===== src/rtl/alu_muldiv_unit.sv =====
// Iterative RISC-V M-extension multiply/divide unit (shift-add multiply, restoring divide).
// Latency: XLEN cycles from accept to out_valid for normal ops, 1 cycle for divide special cases.
// Backpressure: in_ready only in IDLE; result and out_valid are held in DONE until out_ready, kill or reset.
//
// Ports:
//   clk, rst_n          clock, synchronous active-low reset
//   in_valid/in_ready   request handshake; funct3/op_a/op_b are sampled only on the accept edge
//   kill                synchronous abort, returns to IDLE and drops any pending result
//   out_valid/out_ready result handshake; result is registered
module alu_muldiv_unit #(
  parameter int XLEN = 32
) (
  input  logic            clk,
  input  logic            rst_n,
  input  logic            in_valid,
  output logic            in_ready,
  input  logic [2:0]      funct3,
  input  logic [XLEN-1:0] op_a,
  input  logic [XLEN-1:0] op_b,
  input  logic            kill,
  output logic            out_valid,
  input  logic            out_ready,
  output logic [XLEN-1:0] result
);

  localparam int              CW      = $clog2(XLEN);
  localparam logic [CW-1:0]   LAST    = CW'(XLEN - 1);
  localparam logic [XLEN-1:0] MIN_NEG = {1'b1, {(XLEN-1){1'b0}}};

  typedef enum logic [1:0] {IDLE, CALC, DONE} state_t;

  state_t          state;
  logic [CW-1:0]   cnt;
  logic [2:0]      op;
  logic            neg;      // final result must be negated
  logic            special;  // result already known, finish on the first CALC edge
  logic [XLEN-1:0] mcand;    // multiplicand for MUL*, divisor for DIV*/REM*
  logic [XLEN-1:0] hi;       // upper product half / partial remainder
  logic [XLEN-1:0] lo;       // multiplier shifting out / dividend shifting out, quotient shifting in

  // ---------------- request decode ----------------
  logic            sgn_a, sgn_b, sa, sb;
  logic [XLEN-1:0] a_mag, b_mag;
  logic            div_zero, div_ovf, is_special, neg_in;
  logic [XLEN-1:0] spec_res;

  always_comb begin
    sgn_a    = !(funct3 == 3'b011 || funct3 == 3'b101 || funct3 == 3'b111);
    sgn_b    = (funct3 == 3'b000 || funct3 == 3'b001 || funct3 == 3'b100 || funct3 == 3'b110);
    sa       = sgn_a & op_a[XLEN-1];
    sb       = sgn_b & op_b[XLEN-1];
    a_mag    = sa ? -op_a : op_a;
    b_mag    = sb ? -op_b : op_b;
    div_zero = funct3[2] && (op_b == '0);
    // Only the signed DIV/REM encodings (funct3[0] = 0) can overflow.
    div_ovf  = funct3[2] && !funct3[0] && (op_a == MIN_NEG) && (op_b == '1);
    is_special = div_zero | div_ovf;
    // funct3[1] selects remainder among the divide ops.
    if (div_zero) spec_res = funct3[1] ? op_a : '1;
    else          spec_res = funct3[1] ? '0 : op_a;
    // Remainder takes the dividend's sign; product and quotient take sa^sb.
    neg_in = (funct3[2] && funct3[1]) ? sa : (sa ^ sb);
  end

  // ---------------- one iteration ----------------
  logic [XLEN:0]     mul_sum;
  logic [XLEN:0]     div_shift, div_diff;
  logic [XLEN-1:0]   nxt_hi, nxt_lo;
  logic [2*XLEN-1:0] prod, prod_fix;
  logic [XLEN-1:0]   quo_fix, rem_fix, fin_res;

  always_comb begin
    mul_sum   = {1'b0, hi} + (lo[0] ? {1'b0, mcand} : '0);
    div_shift = {hi, lo[XLEN-1]};
    div_diff  = div_shift - {1'b0, mcand};
    if (op[2]) begin
      // Borrow out of the XLEN+1-bit subtract means restore.
      nxt_hi = div_diff[XLEN] ? div_shift[XLEN-1:0] : div_diff[XLEN-1:0];
      nxt_lo = {lo[XLEN-2:0], ~div_diff[XLEN]};
    end else begin
      nxt_hi = mul_sum[XLEN:1];
      nxt_lo = {mul_sum[0], lo[XLEN-1:1]};
    end

    prod     = {nxt_hi, nxt_lo};
    prod_fix = neg ? -prod : prod;
    quo_fix  = neg ? -nxt_lo : nxt_lo;
    rem_fix  = neg ? -nxt_hi : nxt_hi;

    fin_res = rem_fix;
    case (op)
      3'b000:                 fin_res = prod_fix[XLEN-1:0];
      3'b001, 3'b010, 3'b011: fin_res = prod_fix[2*XLEN-1:XLEN];
      3'b100, 3'b101:         fin_res = quo_fix;
      default:                fin_res = rem_fix;
    endcase
  end

  assign in_ready = (state == IDLE);

  // ---------------- control and datapath registers ----------------
  always_ff @(posedge clk) begin
    if (!rst_n) begin
      state     <= IDLE;
      cnt       <= '0;
      op        <= '0;
      neg       <= 1'b0;
      special   <= 1'b0;
      mcand     <= '0;
      hi        <= '0;
      lo        <= '0;
      out_valid <= 1'b0;
      result    <= '0;
    end else if (kill) begin
      // Also blocks an accept while IDLE.
      state     <= IDLE;
      cnt       <= '0;
      out_valid <= 1'b0;
    end else begin
      case (state)
        IDLE: begin
          if (in_valid) begin
            op      <= funct3;
            neg     <= neg_in;
            cnt     <= '0;
            hi      <= '0;
            special <= is_special;
            state   <= CALC;
            if (is_special) begin
              // Parked in lo so the result only appears together with out_valid.
              mcand <= '0;
              lo    <= spec_res;
            end else begin
              mcand <= funct3[2] ? b_mag : a_mag;
              lo    <= funct3[2] ? a_mag : b_mag;
            end
          end
        end
        CALC: begin
          if (special) begin
            result    <= lo;
            out_valid <= 1'b1;
            state     <= DONE;
          end else begin
            hi  <= nxt_hi;
            lo  <= nxt_lo;
            cnt <= cnt + CW'(1);
            if (cnt == LAST) begin
              cnt       <= '0;
              result    <= fin_res;
              out_valid <= 1'b1;
              state     <= DONE;
            end
          end
        end
        DONE: begin
          if (out_ready) begin
            out_valid <= 1'b0;
            state     <= IDLE;
          end
        end
        default: state <= IDLE;
      endcase
    end
  end

endmodule


===== config.mk =====
export PLATFORM = sky130hd
export DESIGN_NAME = alu_muldiv_unit
export DESIGN_NICKNAME = d
export VERILOG_FILES = /design/src/rtl/alu_muldiv_unit.sv
export SDC_FILE = /design/constraint.sdc
export NUM_CORES = 1
export LEC_CHECK = 0
export ABC_AREA = 1
export BUFFER_PORTS_ARGS = -buffer_cell sky130_fd_sc_hd__buf_2
export CAP_MARGIN = 20
export CORE_UTILIZATION = 45
export CTS_BUF_LIST = sky130_fd_sc_hd__clkbuf_4 sky130_fd_sc_hd__clkbuf_8
export DETAILED_ROUTE_END_ITERATION = 6
export PLACE_DENSITY_LB_ADDON = 0.25
export SLEW_MARGIN = 20
export SYNTH_ARGS = -nofsm -noshare
export SYNTH_HDL_FRONTEND = slang
export SYNTH_SLANG_ARGS = --single-unit

===== constraint.sdc =====
create_clock -name clk -period 9.3 [get_ports clk]
set_input_delay 2.325 -clock clk [delete_from_list [all_inputs] [get_ports clk]]
set_output_delay 2.325 -clock clk [all_outputs]
set_load 0.05 [all_outputs]

==> flow_metrics.env, run 1 <==
export IMPL_viasPerCell=5.77
export IMPL_final_cell_mix="nand2_1, inv_1, nor2_1, a21oi_1, nand3_1"
export IMPL_rrSetupSlack_ps=3540
export IMPL_min_path_type="flop to flop"
export IMPL_place_area_sq_um=18800
export IMPL_hold_buffers=0
export IMPL_seq_area_frac_synth_pct=15.8
export IMPL_slew_headroom_pct=20.6
export IMPL_use_met3_pct=6.96
export IMPL_ctsResizeCount=0
export IMPL_fin_crit_sh_pct=61.9
export IMPL_numPortBuffers=105
export IMPL_start_util_pct=46.0
export IMPL_layoutNonFillerInstCount=3826
export IMPL_tns_ps=0
export IMPL_grt_max_degree=94
export IMPL_r2r_cells=31
export IMPL_tritoncts="done"
export IMPL_synth_avg_cell_area_sq_um=5.48
export IMPL_dp_hpwl_microns=64700
export IMPL_coreArea_sq_um=38900
export IMPL_syn_nets=3410
export IMPL_design_area_sq_um=19200
export IMPL_drive_above_1_share_pct=8.62
export IMPL_synth_cell_type_count=63
export IMPL_grt_pass1_vias=20327
export IMPL_antenna_found_initial=1
export IMPL_syn_inst=3265
export IMPL_critical_path_slowest_cell="fa_1"
export IMPL_io_pins=106
export IMPL_ys_flop_type="dfxtp_1"
export IMPL_reg2reg_to="result[22]"
export IMPL_crit_path_max_fanout=11
export IMPL_grtUsageMet2_pct=59.9
export IMPL_grt_pass1_wl_microns=122000
export IMPL_cts_buffers=17
export IMPL_die_x_microns=201
export IMPL_nets=3438
export IMPL_finalHoldViolations=0
export IMPL_clkPwrFrac_pct=26.6
export IMPL_total_power_mw=2.15
export IMPL_cp_common_cell="nand2_1"
export IMPL_worst_clock_skew_ps=19.7
export IMPL_layout_commonest_cell="nand2_1"
export IMPL_p_seq_share_pct=30.6
export IMPL_routedWlPerCell_microns=21.2
export IMPL_setup_viol=0
export IMPL_min_to="result[3]"
export IMPL_fin_crit_ps=5760
export IMPL_htreeDepth=4
export IMPL_drc_errors=0
export IMPL_slew_violations=0
export IMPL_power_density_nw_per_um2=112
export IMPL_ys_ff_latch=141
export IMPL_met1_usage_pct=53.5
export IMPL_dpl_cell_count=3792
export IMPL_area_delta_synth_final_pct=7.18
export IMPL_cap_violations=0
export IMPL_syn_cell_area_sq_um=17900
export IMPL_crit_type="flop to flop"
export IMPL_max_stage_delay_ps=400
export IMPL_status="finished clean"
export IMPL_cts_root_buf="clkbuf_8"
export IMPL_async_flop_share_pct=0
export IMPL_startpoint_type="flop"
export IMPL_crit_required_ps=9730
export IMPL_worst_pin_slew_ps=1190
export IMPL_arrival_ps=6190
export IMPL_gr_usage_all_layers_pct=39.6
export IMPL_internal_power_mw=1.14
export IMPL_hold_ws_ps=465
export IMPL_hold_depth=2
export IMPL_fmax_ghz=0.174
export IMPL_p_comb_share_pct=42.8
export IMPL_hold_path_startpoint="result[3]"
export IMPL_top_usage_layer="met2"
export IMPL_grt_remaining_overflow=0
export IMPL_r2r_start="lo[31]"
export IMPL_irDropWorstVdd_mv=0.116
export IMPL_swShare_pct=46.9
export IMPL_gp_congestion=1.03
export IMPL_drtAntennaViolNets=0
export IMPL_std_cell_rows=72
export IMPL_drt_iter0_drc=2458
export IMPL_net_switching_power_mw=1.01
export IMPL_die_area_sq_um=40600
export IMPL_insertion_delay_ps=560
export IMPL_finalWirelength_microns=81000
export IMPL_dieHeight_microns=201
export IMPL_numClockSinks=141
export IMPL_cts_setup_buffers=0
export IMPL_vias=22067
export IMPL_fillCellCount=4346
export IMPL_cts_max_path_buffers=2
export IMPL_rsz0062_at_grt="no"
export IMPL_clk_pin_slew_ps=100
export IMPL_end_kind="flop"
export IMPL_drt_first_pass_iters=7
export IMPL_synth_edf_count=0
export IMPL_p_leak_nw=9.65
export IMPL_yosysWarnings=0
## cells in the mapped netlist, drive strengths merged, types with 3 or more instances
cell / number / area, sq um
a211oi: 5 / 37.5
a21o: 8 / 60.1
a21oi: 261 / 1340
a22oi: 16 / 120
a31oi: 10 / 62.6
a41oi: 4 / 35.0
buf: 34 / 219
clkbuf: 90 / 338
clkinv: 5 / 18.8
dfxtp: 141 / 2820
ha: 71 / 888
inv: 437 / 1640
nand2: 1065 / 4150
nand3: 242 / 1260
nand3b: 25 / 188
nand4: 49 / 307
nor2: 322 / 1300
nor3: 50 / 255
nor4: 16 / 121
o211ai: 40 / 300
o21ai: 218 / 1130
o21bai: 13 / 97.6
o221ai: 7 / 61.3
o22ai: 3 / 18.8
o31ai: 9 / 67.6
or2: 8 / 50.1
xnor2: 24 / 210
xor2: 75 / 657
## flip-flops by register name, indices dropped and copies added (netlist names)
name       count
result        32
op             3
cnt            5
state          2
out_valid      1
mcand         32
special        1
neg            1
hi            32
lo            32
## stage by stage
step                util, %  setup WS (ps)
floorplan                 -           4620
global placement       48.2           2770
detailed placement     48.2           2710
CTS                    49.3           3290
global route           49.3           3220
finish                 49.3           3540
## worst max path at each step
stage                             to  slack (ps)  depth (start not counted)  startpoint
after global routing      result[28]        3220                         29      lo[31]
after global placement        lo[22]        2770                         14   funct3[2]
final                     result[22]        3540                         31      lo[31]
after floorplan               lo[27]        4620                         18     op_a[0]
after detailed placement      lo[27]        2710                         18     op_b[0]
after CTS                     lo[27]        3290                         18     op_b[0]
## area by class of cell
| type | instances | area, sq um | area share [%] |
|---|---|---|---|
| Multi-Input combinational cell | 2558 | 12900 | 67.2 |
| Sequential cell | 141 | 2830 | 14.7 |
| Inverter | 442 | 1660 | 8.65 |
| Timing Repair Buffer | 133 | 736 | 3.83 |
| Tap cell | 518 | 648 | 3.38 |
| Clock buffer | 18 | 248 | 1.29 |
| Clock inverter | 14 | 178 | 0.926 |
| Antenna cell | 2 | 5.00 | 0.0261 |
## per-layer routing
metal / part of all wire [%] / up-vias
li1: - / 10632
met2: 42 / 1184
met5: 0 / -
met1: 42 / 10076
met3: 10 / 175
met4: 5.3 / 0
## power groups by stage
stage                     logic [mW]  clock network [mW]  registers, mW
final                          0.920               0.571          0.658
after global routing            1.00               0.600          0.659
after CTS                      0.890               0.579          0.656
after detailed placement       0.886                   0          0.670
after global placement         0.882                   0          0.670
after floorplan                0.616                   0          0.652
## logic make-up after synthesis
kind of cell / synth area share (%)
compound gates: 19.0
xor+xnor: 4.84
fa+ha+maj: 5.18
buf+inv: 12.4
flops: 15.8
simple gates: 42.8
## worst max-delay path, delay by kind of cell, from the launching register on
family | cells | cell delay [ps]
AND/OR/NAND/NOR | 23 | 3600
flip-flops | 1 | 350
buffers and inverters | 3 | 560
adder cells (fa/ha/maj) | 3 | 830
AO/OA/AOI/OAI | 2 | 280
(Power assumes the default switching activity.)
==> run 2: changes to the inputs <==
- ABC_AREA: 1 -> 0
- clock period: 9.3 -> 5.7 ns (I/O delays scaled with it)
==> flow_metrics.env, run 2 <==
export IMPL_status="complete, but fails checks"
export IMPL_violations="design-rule violations"
export IMPL_drt_first_pass_iters=7
export IMPL_ctsResizeCount=0
export IMPL_tns_ps=0
export IMPL_synth_area_leader_cell="dfxtp_1"
export IMPL_antenna_found_initial=2
export IMPL_vias=19076
export IMPL_ys_top_cells_by_area="dfxtp_1, a21oi_1, nand2_1"
export IMPL_hold_ws_ps=457
export IMPL_rsz0062_at_grt="no"
export IMPL_layout_commonest_cell="nand2_1"
export IMPL_coreArea_sq_um=35700
export IMPL_routedWlPerCell_microns=24.0
export IMPL_fin_ws_ps=301
export IMPL_clk_pin_slew_ps=100
export IMPL_finish_utilization_pct=50.2
export IMPL_synth_avg_cell_area_sq_um=6.87
export IMPL_synth_top_area_share_pct=17.3
export IMPL_worst_pin_slew_ps=1150
export IMPL_startpoint_type="flop"
export IMPL_synth_edf_count=0
export IMPL_area_delta_synth_final_pct=9.71
export IMPL_synth_most_common_cell="nand2_1"
export IMPL_crit_type="flop to flop"
export IMPL_crit_start="lo[31]"
export IMPL_p_leak_nw=6.93
export IMPL_tritoncts="done"
export IMPL_design_area_sq_um=17900
export IMPL_grt_remaining_overflow=0
export IMPL_finalHoldViolations=0
export IMPL_insertion_delay_ps=500
export IMPL_dp_hpwl_microns=54100
export IMPL_drc_errors=3
export IMPL_fillCellCount=3654
export IMPL_die_area_sq_um=37000
export IMPL_ys_flop_type="dfxtp_1"
export IMPL_ys_ff_latch=141
export IMPL_numClockSinks=141
export IMPL_finalWirelength_microns=69600
export IMPL_seq_area_frac_synth_pct=17.3
export IMPL_regArea_sq_um=2830
export IMPL_slew_violations=0
export IMPL_nets=2569
export IMPL_cap_violations=0
export IMPL_fin_crit_sh_pct=94.7
export IMPL_synth_cell_type_count=104
export IMPL_fin_crit_ps=5400
export IMPL_std_cell_rows=69
export IMPL_syn_cell_area_sq_um=16300
export IMPL_yosysWarnings=0
export IMPL_cts_max_path_buffers=2
export IMPL_irDropWorstVdd_mv=0.157
export IMPL_grt_pass1_wl_microns=104000
export IMPL_final_cell_mix="nand2_1, nor2_1, a21oi_1, o21ai_0, dfxtp_1"
export IMPL_r2r_start="lo[31]"
export IMPL_grt_pass1_vias=17164
export IMPL_min_path_type="flop to flop"
export IMPL_place_area_sq_um=17500
export IMPL_syn_nets=2522
export IMPL_rrSetupSlack_ps=300
export IMPL_cts_root_buf="clkbuf_8"
export IMPL_htreeDepth=4
export IMPL_io_pins=106
export IMPL_end_kind="flop"
export IMPL_hold_buffers=0
export IMPL_reg2reg_to="result[22]"
export IMPL_slew_headroom_pct=23.0
export IMPL_worstSetupEndpoint="result[22]"
export IMPL_drtAntennaViolNets=0
export IMPL_cts_setup_buffers=0
export IMPL_gr_usage_all_layers_pct=37.3
export IMPL_crit_required_ps=6100
export IMPL_viasPerCell=6.58
export IMPL_fmax_ghz=0.185
export IMPL_worst_clock_skew_ps=27.8
export IMPL_drive_above_1_share_pct=12.3
export IMPL_start_util_pct=45.8
export IMPL_r2r_cells=23
export IMPL_multi_input_area_sq_um=12500
export IMPL_power_density_nw_per_um2=187
export IMPL_pre_cts_ws_ps=265
export IMPL_async_flop_share_pct=0
export IMPL_dpl_cell_count=2866
export IMPL_drt_iter0_drc=2295
export IMPL_gp_congestion=1.03
export IMPL_grt_max_degree=94
export IMPL_arrival_ps=5800
export IMPL_crit_path_max_fanout=6
export IMPL_layoutNonFillerInstCount=2898
export IMPL_syn_inst=2377
export IMPL_n_antenna_cell=0
export IMPL_dieHeight_microns=192
export IMPL_die_x_microns=192
export IMPL_numPortBuffers=105
export IMPL_total_power_mw=3.34
export IMPL_cts_buffers=17
export IMPL_netlist_top_cells_count="nand2_1, nor2_1, a21oi_1, o21ai_0, dfxtp_1"
export IMPL_setup_viol=0
## run 2: area by class of cell
type / count / area share (%)
multi-input combinational: 1990 / 70.1
sequential: 141 / 15.8
timing repair buffer: 197 / 6.86
tap: 461 / 3.22
inverter: 77 / 1.62
clock buffer: 19 / 1.43
clock inverter: 13 / 0.992
## run 2: where the power goes
| part | total, mW | switching (mW) | internal (mW) |
|---|---|---|---|
| clock network | 0.937 | 0.477 | 0.461 |
| logic | 1.32 | 0.878 | 0.442 |
| registers | 1.09 | 0.0669 | 1.02 |
| total | 3.34 | 1.42 | 1.92 |
## run 2: how the worst min path moves through the flow
stage               start         end  slack [ps]  depth (start not counted)
6_report        result[7]   result[7]         460                          2
5_1_grt          mcand[6]    mcand[6]         500                          2
4_1_cts         result[7]   result[7]         460                          2
3_5_place_dp    result[7]   result[7]         450                          2
3_3_place_gp   result[10]  result[10]         440                          2
2_1_floorplan    mcand[2]    mcand[2]         440                          2
## run 2: kinds of logic (layout without fill, tap and decap cells)
group | after synthesis | count (layout) | share of synthesized area [%]
AND/OR/NAND/NOR | 885 | 885 | 26.0
multiplexers | 56 | 56 | 3.53
flip-flops | 141 | 141 | 17.3
buffers and inverters | 246 | 306 | 6.03
XOR/XNOR | 162 | 162 | 8.69
adder cells (fa/ha/maj) | 79 | 79 | 6.06
AO/OA/AOI/OAI | 808 | 808 | 32.4
## run 2: metal layers
layer  part of all wire (%)  global-route usage, %  vias to the layer above
met4                    6.3                   21.5                        2
met3                    8.7                   5.49                      225
met5                  0.019                      0                        -
met1                     41                   48.2                     8991
li1                       -                      -                     8792
met2                     44                   59.0                     1066
## run 2: worst max-delay path, cell delays in order (launching register included)
cell and delay (ps):
dfxtp_1 320, inv_1 70, ha_1 150, inv_1 60
fa_1 420, a211oi_1 340, o211ai_1 200, a21oi_1 260
o211a_1 330, o21a_1 160, nor3_1 80, a21oi_1 210
ha_1 260, nand4_1 170, or4_1 590, nor4_1 230
buf_4 190, nor2_1 120, nor2_1 160, a41oi_1 210
a21oi_1 230, xor2_1 170, o221ai_1 130, a32o_1 260
